===== config.mk =====
export PLATFORM = sky130hd
export DESIGN_NAME = dm_ctl
export DESIGN_NICKNAME = d
export VERILOG_FILES = /design/src/rtl/dm_ctl_pkg.sv /design/src/rtl/dm_ctl_cmd_decode.sv /design/src/rtl/dm_ctl.sv
export SDC_FILE = /design/constraint.sdc
export NUM_CORES = 1
export LEC_CHECK = 0
export CORE_UTILIZATION = 42
export CTS_BUF_LIST = sky130_fd_sc_hd__clkbuf_16
export DETAILED_ROUTE_END_ITERATION = 10
export GPL_TIMING_DRIVEN = 0
export PLACE_DENSITY = 0.87
export SETUP_SLACK_MARGIN = 0.15
export SLEW_MARGIN = 40
export SYNTH_ARGS = -nofsm -noshare
export SYNTH_HDL_FRONTEND = slang
export SYNTH_SLANG_ARGS = --single-unit

===== constraint.sdc =====
create_clock -name clk -period 2.6 [get_ports clk]
set_input_delay 0.52 -clock clk [delete_from_list [all_inputs] [get_ports clk]]
set_output_delay 0.52 -clock clk [all_outputs]
set_load 0.01 [all_outputs]

===== src/rtl/dm_ctl_pkg.sv =====
// Shared debug-module definitions: abstract command fields, cmderr codes, FSM states.
// The optional DM_CMD_TIMEOUT_EN build of dm_ctl uses CMDERR_OTHER for exec timeouts.
package dm_ctl_pkg;

  localparam int unsigned XLEN      = 32;
  localparam int unsigned CMDERR_W  = 3;
  localparam int unsigned CMDTYPE_W = 8;

  // Abstract command field positions
  localparam int unsigned AC_CMDTYPE_LSB = 24;
  localparam int unsigned AC_POSTEXEC    = 18;
  localparam int unsigned AC_TRANSFER    = 17;

  localparam logic [CMDTYPE_W-1:0] CMDTYPE_ACCESS_REG = 8'd0;
  localparam logic [CMDTYPE_W-1:0] CMDTYPE_ACCESS_MEM = 8'd2;

  localparam logic [CMDERR_W-1:0] CMDERR_NONE       = 3'd0;
  localparam logic [CMDERR_W-1:0] CMDERR_BUSY       = 3'd1;
  localparam logic [CMDERR_W-1:0] CMDERR_NOTSUP     = 3'd2;
  localparam logic [CMDERR_W-1:0] CMDERR_EXCEPTION  = 3'd3;
  localparam logic [CMDERR_W-1:0] CMDERR_HALTRESUME = 3'd4;
  localparam logic [CMDERR_W-1:0] CMDERR_BUS        = 3'd5;
  localparam logic [CMDERR_W-1:0] CMDERR_OTHER      = 3'd7;

  typedef enum logic [1:0] {
    ST_IDLE = 2'd0,
    ST_EXEC = 2'd1,
    ST_POST = 2'd2,
    ST_DONE = 2'd3
  } dm_state_e;

  typedef struct packed {
    logic valid;
    logic is_mem;
    logic postexec;
    logic needs_exec;
  } cmd_dec_t;

  function automatic logic [CMDTYPE_W-1:0] cmd_type(input logic [XLEN-1:0] cmd);
    return cmd[AC_CMDTYPE_LSB +: CMDTYPE_W];
  endfunction

endpackage


===== src/rtl/dm_ctl_cmd_decode.sv =====
// Combinational abstract-command decode: supported type, postexec and exec-phase need.
module dm_cmd_decode
  import dm_ctl_pkg::*;
(
  input  logic [XLEN-1:0] cmd_i,
  output cmd_dec_t        dec_o
);

  logic [CMDTYPE_W-1:0] ctype;

  always_comb begin
    dec_o = '0;
    ctype = cmd_type(cmd_i);
    case (ctype)
      CMDTYPE_ACCESS_REG: begin
        dec_o.valid      = 1'b1;
        dec_o.postexec   = cmd_i[AC_POSTEXEC];
        dec_o.needs_exec = cmd_i[AC_TRANSFER];
      end
      CMDTYPE_ACCESS_MEM: begin
        dec_o.valid      = 1'b1;
        dec_o.is_mem     = 1'b1;
        dec_o.needs_exec = 1'b1;
      end
      default: dec_o = '0;
    endcase
  end

endmodule


===== src/rtl/dm_ctl.sv =====
// Debug-Module hart controller: drives debug_if halt/resume/exec and tracks abstractcs status.
// Optional exec-phase timeout is enabled by defining DM_CMD_TIMEOUT_EN.
module dm_ctl
  import dm_ctl_pkg::*;
#(
  parameter int unsigned TIMEOUT_CYCLES = 1024
) (
  input  logic                clk,
  input  logic                rst_n,
  input  logic                haltreq,
  input  logic                resumereq_wr,
  input  logic                cmd_wr,
  input  logic [XLEN-1:0]     cmd_in,
  input  logic [CMDERR_W-1:0] cmderr_clr,
  input  logic                cmderr_clr_wr,
  output logic                dbg_halt_req,
  output logic                dbg_resume_req,
  output logic                dbg_exec,
  output logic [XLEN-1:0]     dbg_command,
  input  logic                dbg_halted,
  input  logic                dbg_done,
  input  logic                dbg_write,
  input  logic                dbg_error,
  input  logic                dbg_exception,
  output logic                data_we,
  output logic                busy,
  output logic [CMDERR_W-1:0] cmderr,
  output logic                allhalted,
  output logic                allresumeack
);

  if (TIMEOUT_CYCLES == 0) begin : g_bad_timeout
    $error("dm_ctl: TIMEOUT_CYCLES must be nonzero");
  end

  dm_state_e           state_q, state_d;
  logic [XLEN-1:0]     cmd_q, cmd_d;
  logic                postexec_q, postexec_d;
  logic                is_mem_q, is_mem_d;
  logic [CMDERR_W-1:0] cmderr_q, cmderr_d;
  logic                resume_pend_q, resume_pend_d;
  logic                resumeack_q, resumeack_d;
  logic                halted_q;
  logic                busy_q, busy_d;
  logic                exec_q, exec_d;
  logic                err_set;
  logic [CMDERR_W-1:0] err_code;
  cmd_dec_t            dec;

`ifdef DM_CMD_TIMEOUT_EN
  localparam int unsigned TO_W = $clog2(TIMEOUT_CYCLES + 1);
  logic [TO_W-1:0] to_cnt_q, to_cnt_d;
`endif

  dm_cmd_decode u_decode (
    .cmd_i (cmd_in),
    .dec_o (dec)
  );

  // Command FSM and cmderr update
  always_comb begin
    state_d    = state_q;
    cmd_d      = cmd_q;
    postexec_d = postexec_q;
    is_mem_d   = is_mem_q;
    err_set    = 1'b0;
    err_code   = CMDERR_NONE;
`ifdef DM_CMD_TIMEOUT_EN
    to_cnt_d   = to_cnt_q;
`endif

    case (state_q)
      ST_IDLE: begin
        if (cmd_wr && (cmderr_q == CMDERR_NONE)) begin
          if (!dec.valid) begin
            err_set  = 1'b1;
            err_code = CMDERR_NOTSUP;
          end else if (!dbg_halted) begin
            err_set  = 1'b1;
            err_code = CMDERR_HALTRESUME;
          end else if (dec.needs_exec || dec.postexec) begin
            cmd_d      = cmd_in;
            postexec_d = dec.postexec;
            is_mem_d   = dec.is_mem;
            state_d    = dec.needs_exec ? ST_EXEC : ST_POST;
`ifdef DM_CMD_TIMEOUT_EN
            to_cnt_d   = '0;
`endif
          end
        end
      end
      ST_EXEC, ST_POST: begin
        if (dbg_done) begin
          if (dbg_exception || dbg_error) begin
            state_d  = ST_DONE;
            err_set  = 1'b1;
            err_code = (!dbg_exception && is_mem_q) ? CMDERR_BUS : CMDERR_EXCEPTION;
          end else if ((state_q == ST_EXEC) && postexec_q) begin
            state_d = ST_POST;
`ifdef DM_CMD_TIMEOUT_EN
            to_cnt_d = '0;
`endif
          end else begin
            state_d = ST_DONE;
          end
        end
`ifdef DM_CMD_TIMEOUT_EN
        else if (to_cnt_q == TO_W'(TIMEOUT_CYCLES - 1)) begin
          state_d  = ST_DONE;
          err_set  = 1'b1;
          err_code = CMDERR_OTHER;
        end else begin
          to_cnt_d = to_cnt_q + TO_W'(1);
        end
`endif
      end
      ST_DONE: state_d = ST_IDLE;
      default: state_d = ST_IDLE;
    endcase

    // Write while busy drops the command; completion errors win the same cycle
    if ((state_q != ST_IDLE) && cmd_wr && !err_set) begin
      err_set  = 1'b1;
      err_code = CMDERR_BUSY;
    end

    cmderr_d = cmderr_q;
    if (cmderr_clr_wr) begin
      cmderr_d = cmderr_q & ~cmderr_clr;
    end
    if (err_set && (cmderr_q == CMDERR_NONE)) begin
      cmderr_d = err_code;
    end

    busy_d = (state_d != ST_IDLE);
    exec_d = (state_d == ST_EXEC) || (state_d == ST_POST);
  end

  // Resume handshake; halt request wins over a simultaneous resume
  always_comb begin
    resume_pend_d = resume_pend_q;
    resumeack_d   = resumeack_q;
    if (resumereq_wr && dbg_halted && !haltreq && !busy_q) begin
      resume_pend_d = 1'b1;
      resumeack_d   = 1'b0;
    end else if (resume_pend_q && !dbg_halted) begin
      resume_pend_d = 1'b0;
      resumeack_d   = 1'b1;
    end
  end

  always_ff @(posedge clk or negedge rst_n) begin
    if (!rst_n) begin
      state_q       <= ST_IDLE;
      cmd_q         <= '0;
      postexec_q    <= 1'b0;
      is_mem_q      <= 1'b0;
      cmderr_q      <= CMDERR_NONE;
      resume_pend_q <= 1'b0;
      resumeack_q   <= 1'b0;
      halted_q      <= 1'b0;
      busy_q        <= 1'b0;
      exec_q        <= 1'b0;
`ifdef DM_CMD_TIMEOUT_EN
      to_cnt_q      <= '0;
`endif
    end else begin
      state_q       <= state_d;
      cmd_q         <= cmd_d;
      postexec_q    <= postexec_d;
      is_mem_q      <= is_mem_d;
      cmderr_q      <= cmderr_d;
      resume_pend_q <= resume_pend_d;
      resumeack_q   <= resumeack_d;
      halted_q      <= dbg_halted;
      busy_q        <= busy_d;
      exec_q        <= exec_d;
`ifdef DM_CMD_TIMEOUT_EN
      to_cnt_q      <= to_cnt_d;
`endif
    end
  end

  assign dbg_halt_req   = haltreq;
  assign dbg_resume_req = resume_pend_q;
  assign dbg_exec       = exec_q;
  assign dbg_command    = cmd_q;
  assign data_we        = dbg_write && (state_q == ST_EXEC);
  assign busy           = busy_q;
  assign cmderr         = cmderr_q;
  assign allhalted      = halted_q;
  assign allresumeack   = resumeack_q;

endmodule


After elaboration in Yosys (flattened, before gate mapping)
Index checks and enable logic that the tools add are counted.
Cells by class
  eq/ne operators: 6
  multiplexer cells: 34
  reduce and logical (&&, ||, !) cells: 29
  bitwise logic cells: 2
Operators by type and width (number)
  $mux W3: 9
  $mux W1: 15
  $mux W2: 6
  $logic_and A1 B1 Y1: 11
  $eq A8 B2 Y1 const B: 1
  $logic_not A8 Y1: 1
  $reduce_bool A2 Y1: 4
  $eq A2 B2 Y1 const B: 3
  $pmux W2 S3: 1
  $pmux W3 S2: 1
  $logic_not A1 Y1: 5
  $reduce_and A5 Y1: 1
  $eq A2 B1 Y1 const B: 2
  $pmux W1 S2: 2
  $reduce_or A2 Y1: 2
  $and A3 B3 Y3: 1
  $logic_not A3 Y1: 1
  $logic_or A1 B1 Y1: 3
  $not A3 Y3: 1
  $logic_not A2 Y1: 1
Storage, ports and cells
  bits in registers: 44
  word-level logic and storage cells: 81

Longest topological paths before layout
Gate-level depths: netlist of run 1.
  word-level depth: 11
  depth in mapped cells: 8

Hierarchy
Synthesis of run 1 repeated with hierarchy kept, for this count alone.
Unflattened totals
  cells, all modules: 147
  area, all modules: 2100.8 µm²
Modules (own cells, without submodules)
  dm_ctl: cells each 138, area an instance 2031.9 µm², sequential area each 1101.1 µm², instances 1
  dm_cmd_decode: cells each 9, area an instance 68.8 µm², sequential area each 0.0 µm², instances 1

Worst setup path before layout of run 1
No wires, ideal clock.
  path kind: input -> register
  from: input port cmd_in[30]
  to: register exec_q (netlist: dbg_exec)
  path slack: 643 ps
  library setup time: 126 ps
  stages: 5
  arrival time: 1831 ps
  data required time: 2474 ps
  path buffers: 0
  cells stage by stage: nor4_4 nand4_1 and3_1 or3_1 ha_1
On the way
  cells in the longest elaborated chain, start to end: 10
  elaborated cells between the ends (all ways): 16
  those cells by class: eq/ne (3); mux (9); reduce/logical (4)
Ends and longest elaborated chain
  start, declared: line dm_ctl.sv:13  | input logic [XLEN-1:0] cmd_in,
  $eq A8 B2 Y1 / $logic_not A8 Y1 (equally long branches): line dm_ctl_cmd_decode.sv:14  | case (ctype)
  $pmux W1 S2 / $mux W1 (equally long branches): line dm_ctl_cmd_decode.sv:14
  $mux W2 / $logic_or A1 B1 Y1 (equally long branches): line dm_ctl.sv:85, dm_ctl.sv:81
  $mux W2: line dm_ctl.sv:81  | end else if (dec.needs_exec || dec.postexec) begin
  $mux W2: line dm_ctl.sv:78  | end else if (!dbg_halted) begin
  $mux W2 *: line dm_ctl.sv:75  | if (!dec.valid) begin
  $mux W2 *: line dm_ctl.sv:74  | if (cmd_wr && (cmderr_q == CMDERR_NONE)) begin
  $pmux W2 S3 *: line dm_ctl.sv:72  | case (state_q)
  $eq A2 B1 Y1 / $eq A2 B2 Y1 (equally long branches): line dm_ctl.sv:136  | exec_d = (state_d == ST_EXEC) || (state_d == ST_POST);
  $logic_or A1 B1 Y1 *: line dm_ctl.sv:136
  named net exec_d: line dm_ctl.sv:45  | logic exec_q, exec_d;
  end signal, assigned: line dm_ctl.sv:163  | exec_q <= 1'b0;
  end signal, assigned: line dm_ctl.sv:177  | exec_q <= exec_d;
  end, declared: line dm_ctl.sv:45
The timed path passes the listed nets; every way through them passes the cells marked *.
A chain may end at the register's enable or synchronous reset.

Worst setup path in the final report of run 1
  from: input port dbg_halted
  to: register exec_q (netlist: dbg_exec)
On the way
  cells in the longest elaborated chain, start to end: 6
  elaborated cells between the ends (all ways): 7
  those cells by class: eq/ne (2); mux (4); reduce/logical (1)
Ends and longest elaborated chain
  start, declared: line dm_ctl.sv:20  | input logic dbg_halted,
  $mux W2 *: line dm_ctl.sv:78
  $mux W2 *: line dm_ctl.sv:75
  $mux W2 *: line dm_ctl.sv:74
  $pmux W2 S3 *: line dm_ctl.sv:72
  $eq A2 B1 Y1 / $eq A2 B2 Y1 (equally long branches): line dm_ctl.sv:136
  $logic_or A1 B1 Y1 *: line dm_ctl.sv:136
  named net exec_d: line dm_ctl.sv:45
Marked as above.

==> flow_summary.yaml, run 1 <==
outcome:
  outcome: "finished with violations"
  violations: "design-rule violations"
critical_path:
  worst_setup_path_start_kind: "input pin"
  cp_top_family: "simple AND/OR/NAND/NOR gates"
  slowest_stage: "clkdlybuf4s50_1"
  cp_num_cells: 6
  worstPathMaxFanout: 5
  critPathBufInv: 1
  reg2reg_depth: 5
  critPathArrivalTime_ns: 2.47
  critPathMaxStageDelay_ns: 0.58
  required_ns: 2.76
  end_kind: "flop"
  crit_chain: "clkdlybuf4s50_1 > nor4b_4 > nand4_1 > and3_1 > or3_1 > ha_1"
  crit_type: "input pin to flop"
yosys:
  ys_seq_elements: 44
  synthesis.nets: 190
  syn-cell-area_sq_um: 2020
  synth_cell_types: 36
  ys_seq_area_frac: 0.545
  synthArstFlopShare: 1.00
  yosys_warnings: 0
  netlist_instances: 140
  synth_edf_count: 0
  synth_ff_type: "dfrtp_1"
  avgSynthCellArea_sq_um: 14.4
grt:
  grt_max_degree: 45
  grt_pass1_vias: 1485
  grt_pass1_wl_um: 6780
  grt.overflow.total: 0
  antenna_found_initial: 0
  track_usage: 0.172
floorplan:
  die_w_um: 71.3
  rows: 24
  die_area_sq_um: 5090
  core_area_sq_um: 4470
  ios: 88
  start_util: 0.451
  die_y_um: 71.3
sta:
  finalHoldViolations: 0
  finalCritPeriodShare: 0.889
  slew_headroom: 0.645
  worstMarginPinSlew_ns: 0.533
  fin_skew_ns: 0.00465
  min_period_ns: 2.31
  finalMaxSlewViolations: 0
  finalSetupViolations: 0
  fmax_mhz: 433
  rsz0062_at_grt: "false"
drt:
  vias: 1418
  ant_nets: 0
  wl_per_cell_um: 14.7
  drtIter0Drc: 44
  drt-total-wl_um: 4220
  dr.pass1.iters: 8
  drcViolationCount: 7
  via_per_inst: 4.94
finish:
  fill_cells: 327
  layout-drive-gt1-share: 0.196
  instances_no_fill: 287
  layout.nets: 284
  antenna_cells: 0
  multiInputGateArea_sq_um: 845
  area_growth_pct: 54.3
  seq_area_sq_um: 1100
clock_tree:
  clk_latency_ns: 0.28
  clockBufferDepth: 2
  root_buffer: "clkbuf_16"
  cts-hold-fix-buffers: 0
  cts_sinks: 44
  cts_buffers: 5
  tritoncts: "yes"
  cts.clk_slew.worst_paths_ns: 0.06
  cts_max_level: 2
  postCtsSetupBuffers: 0
  cts_resized: 0
placement:
  dpl.hpwl_um: 3130
  dp.cells: 279
  gp_congestion: 0.750
  port_buffers: 87
power:
  p_total_uw: 2020
  vdd_drop_max_mv: 0.446
  power.leakage_uw: 0.00140
  p_per_area_nw_per_um2: 647
hold_path:
  min_path_type: "input pin to async pin"
flow_run:
  maxCapViolCount: 0
[area by class of cell]
class                   count  area share
clock inverters             3      0.0124
well taps                  52      0.0209
repair buffers             87       0.279
flip-flops and latches     44       0.353
plain buffers               4      0.0189
inverters                   4     0.00482
multi-input cells          88       0.271
clock buffers               5      0.0401
[synth_stat cells (2+ instances only)]
| master | n | area, sq um |
|---|---|---|
| nand2b_1 | 2 | 12.5 |
| mux2_4 | 20 | 300 |
| o21a_1 | 3 | 22.5 |
| a21oi_1 | 3 | 15.0 |
| and2_1 | 2 | 12.5 |
| ha_1 | 4 | 50.1 |
| mux2_2 | 4 | 45.0 |
| nand4_1 | 2 | 12.5 |
| and2_2 | 2 | 15.0 |
| nor4b_4 | 2 | 47.6 |
| dfrtp_1 | 44 | 1100 |
| buf_12 | 2 | 40.0 |
| nor3_1 | 4 | 20.0 |
| o21ai_0 | 2 | 10.0 |
| nor2_1 | 5 | 18.8 |
| mux2_1 | 2 | 22.5 |
| o31a_1 | 2 | 17.5 |
| a22o_1 | 2 | 17.5 |
| inv_1 | 4 | 15.0 |
| nand2_1 | 6 | 22.5 |
| nor2b_1 | 8 | 50.1 |
[through the flow]
| stage | TNS [ns] | instance area (sq um) | hold WS, ns | utilization | setup WS [ns] |
|---|---|---|---|---|---|
| after global placement | -4.68 | 2960 | 0.469 | 0.661 | -0.109 |
| final | 0 | 3120 | 0.225 | 0.697 | 0.289 |
| after detailed placement | 0 | 2950 | 0.479 | 0.660 | 0.00643 |
| after floorplan | 0 | 2020 | 0.224 | - | 0.643 |
| after CTS | 0 | 3120 | 0.243 | 0.697 | 0.299 |
| after global routing | 0 | 3120 | 0.273 | 0.697 | 0.176 |
[cell families (layout without fill, tap and decap cells)]
family          Yosys count  after routing  share of synthesized area
compound gates           17             17                     0.0620
fa+ha+maj                 4              4                     0.0248
buf+inv                   8            103                     0.0366
flops                    44             44                      0.545
mux                      26             26                      0.182
simple gates             41             41                      0.149
[power by group]
part	switching (uW)	total (uW)	internal (uW)
registers	52.3	801	749
clock network	245	693	448
logic	228	522	293
[per-layer routing]
layer	global-route usage	share of wire
met1	0.213	0.44
met2	0.288	0.49
met3	0.0563	0.070
met5	0	0
met4	0.0533	0.0033
[cell usage in the layout (no fill, tap or decap), drive strengths merged, types with 2 or more instances in the layout]
| master | n |
|---|---|
| clkdlybuf4s50 | 86 |
| dfrtp | 44 |
| mux2 | 26 |
| nor2b | 8 |
| nand2 | 6 |
| nor2 | 6 |
| inv | 5 |
| clkbuf | 5 |
| buf | 5 |
| nor3 | 4 |
| ha | 4 |
| and2 | 4 |
| a21oi | 3 |
| o21a | 3 |
| nand4 | 3 |
| nor4b | 2 |
| nand2b | 2 |
| a22o | 2 |
| o21ai | 2 |
| o31a | 2 |
[sequential cells by signal, summed over array words and instances (netlist names)]
signal / count
allhalted: 1
is_mem_q: 1
allresumeack: 1
dbg_command: 32
state_q: 2
postexec_q: 1
dbg_exec: 1
dbg_resume_req: 1
busy: 1
cmderr: 3
[final timing paths]
kind	from	endpoint	slack (ns)
worst min register to register	dbg_command[26]	dbg_command[26]	0.49
worst min-delay path	rst_n	state_q[1]	0.22
min in group clk	dbg_command[26]	dbg_command[26]	0.49
max in group asynchronous	rst_n	cmderr[1]	2.01
worst max register to register	cmderr[1]	dbg_exec	0.62
worst max-delay path	dbg_halted	dbg_exec	0.29
Note: power is estimated with default switching activity, not from simulation.
==> run 2: changes to the inputs <==
--- a/config.mk
+++ b/config.mk
@@ -9,9 +9,11 @@
 export CTS_BUF_LIST = sky130_fd_sc_hd__clkbuf_16
 export DETAILED_ROUTE_END_ITERATION = 10
 export GPL_TIMING_DRIVEN = 0
-export PLACE_DENSITY = 0.87
+export PLACE_DENSITY = 0.86
+export REMOVE_ABC_BUFFERS = 1
 export SETUP_SLACK_MARGIN = 0.15
 export SLEW_MARGIN = 40
 export SYNTH_ARGS = -nofsm -noshare
 export SYNTH_HDL_FRONTEND = slang
+export SYNTH_HIERARCHICAL = 1
 export SYNTH_SLANG_ARGS = --single-unit
==> flow_summary.yaml, run 2 <==
yosys:
  ys_seq_elements: 44
  netlist.area_leader.share: 0.524
  synth_cell_types: 34
  yosys_warnings: 6
  yosysMostFrequentCell: "dfrtp_1"
  synthArstFlopShare: 1.00
  netlist_instances: 147
  synth_ff_type: "dfrtp_1"
  synth_area_leaders: "dfrtp_1 52%, mux2_4 21%, buf_12 2.9%"
  ys_seq_area_frac: 0.524
  synth_edf_count: 0
  yosysTopAreaCell: "dfrtp_1"
  avgSynthCellArea_sq_um: 14.3
  syn-cell-area_sq_um: 2100
  synthTopCellsByCount: "44 x dfrtp_1, 30 x mux2_4, 11 x nand2_1"
sta:
  rsz0062_at_grt: "true"
  finalMaxSlewViolations: 0
  slew_headroom: 0.632
  finalSetupViolations: 0
  fmax_mhz: 419
  holdWs_ns: 0.225
  finalCritPeriodShare: 0.918
  worstMarginPinSlew_ns: 0.552
  finalHoldViolations: 0
  fin_skew_ns: 0.00459
  min_period_ns: 2.39
flow_run:
  maxCapViolCount: 0
grt:
  grt_max_degree: 45
  track_usage: 0.199
  grt.overflow.total: 0
  antenna_found_initial: 0
  grt_pass1_vias: 1659
  grt_pass1_wl_um: 7780
finish:
  antenna_cells: 0
  postLayoutCellArea_sq_um: 3350
  area_growth_pct: 59.7
  layout-drive-gt1-share: 0.267
  fill_cells: 345
  layout_common_cells: "79 x clkdlybuf4s50_1, 44 x dfrtp_1, 30 x mux2_4, 13 x buf_4"
  layout.nets: 304
  final_common_cell: "clkdlybuf4s50_1"
  largest_reg_flops: 32
critical_path:
  critPathMaxStageDelay_ns: 0.58
  rrSetupSlack_ns: 0.52
  worst_setup_path_start_kind: "input pin"
  critPathBufInv: 3
  crit_type: "input pin to flop"
  required_ns: 2.77
  end_kind: "flop"
  cp_top_family: "simple AND/OR/NAND/NOR gates"
  slowest_stage: "or4_4"
  crit_chain: "dlygate4sd2_1 > or4_4 > nor2_4 > nand2_2 > nor3b_4 > o21a_4 > buf_4 > buf_6 > mux2_2"
  critPathArrivalTime_ns: 2.55
  worstPathMaxFanout: 7
floorplan:
  rows: 25
  die_w_um: 72.7
  die_area_sq_um: 5290
  start_util: 0.442
  core_area_sq_um: 4750
  die_y_um: 72.7
  ios: 88
power:
  p_total_uw: 1870
  power.leakage_uw: 0.00152
  p_per_area_nw_per_um2: 557
  vdd_drop_max_mv: 0.330
clock_tree:
  tritoncts: "yes"
  root_buffer: "clkbuf_16"
  clk_latency_ns: 0.28
  cts.clk_slew.worst_paths_ns: 0.06
  cts_sinks: 44
  cts_max_level: 2
  cts_buffers: 5
  clockBufferDepth: 2
drt:
  drtIter0Drc: 56
  ant_nets: 0
  via_per_inst: 4.91
  wl_per_cell_um: 14.8
  drcViolationCount: 0
  dr.pass1.iters: 4
  drt-total-wl_um: 4770
  vias: 1582
placement:
  dpl-instance-area_sq_um: 3000
  port_buffers: 87
  dpl.hpwl_um: 3180
  gp_congestion: 0.836
outcome:
  outcome: "finished clean"
hold_path:
  min_path_type: "input pin to async pin"
-- run 2: changes by cell type after synthesis, sizes merged, moves of 2 or more --
cell	change
nor2b	-7
inv	+4
o31a	-2
o21ai	+3
nand4	-2
nand2	+5
mux2	+7
-- run 2: worst reg2reg max path, stage by stage (launching register included) --
cell and delay (ns):
dfrtp_1 0.40, inv_1 0.12, ha_1 0.28, inv_1 0.15, nor3b_4 0.25, o21a_4 0.19
buf_4 0.12, buf_6 0.14, mux2_2 0.34
-- run 2: cell type report --
class / instances / area (sq um) / share of cell area
inverters: 8 / 30.0 / 0.00895
well taps: 67 / 83.8 / 0.0250
flip-flops and latches: 44 / 1100 / 0.328
repair buffers: 105 / 1080 / 0.322
clock buffers: 5 / 125 / 0.0373
clock inverters: 3 / 11.3 / 0.00336
multi-input cells: 90 / 925 / 0.276
-- run 2: metal layers --
metal | part of all wire | GRT usage | up-vias
li1 | - | - | 735
met5 | 0 | 0 | -
met4 | 0.017 | 0.0850 | 0
met2 | 0.50 | 0.333 | 65
met3 | 0.070 | 0.0566 | 8
met1 | 0.41 | 0.240 | 774
-- run 2: cell families (layout without fill, tap and decap cells) --
family	after synthesis	in the layout	synth area share
DFF	44	44	0.524
buffers and inverters	13	121	0.0518
adders and majority gates	4	4	0.0238
muxes	33	33	0.230
AOI/OAI and AO/OA	19	19	0.0637
and+or+nand+nor	34	34	0.106
-- run 2: repair_timing --
action,4_1_cts,5_1_grt
buffers inserted,13,1
pin swaps,5,5
gates resized for setup,16,3
hold buffers,0,0
endpoints found under the hold margin,0,0
gates cloned,3,0
setup endpoints to repair,35,6
-- run 2: final timing paths --
kind / from / to / cells past startpoint
max reg2reg: state_q[1] / dbg_command[31] / 8
max in group asynchronous: rst_n / dbg_command[24] / 1
min in group clk: dbg_command[2] / dbg_command[2] / 1
max: cmd_in[30] / dbg_command[31] / 9
min: rst_n / dbg_command[8] / 1
min reg2reg: dbg_command[2] / dbg_command[2] / 1
-- run 2: stage by stage --
stage	TNS (ns)	worst slack [ns]	utilization	instances
2_1_floorplan	-25.17	-0.832	-	142
3_3_place_gp	-59.36	-1.69	0.626	296
3_5_place_dp	-19.78	-0.675	0.631	297
4_1_cts	0	0.179	0.702	321
5_1_grt	0	0.141	0.706	322
6_report	0	0.213	0.706	322
-- run 2: report_power, final --
| group | switching (uW) | total (uW) | internal, uW | leakage, uW |
|---|---|---|---|---|
| combinational | 234 | 504 | 270 | 0.000841 |
| sequential | 44.1 | 782 | 738 | 0.000600 |
| clock | 237 | 583 | 345 | 0.0000738 |
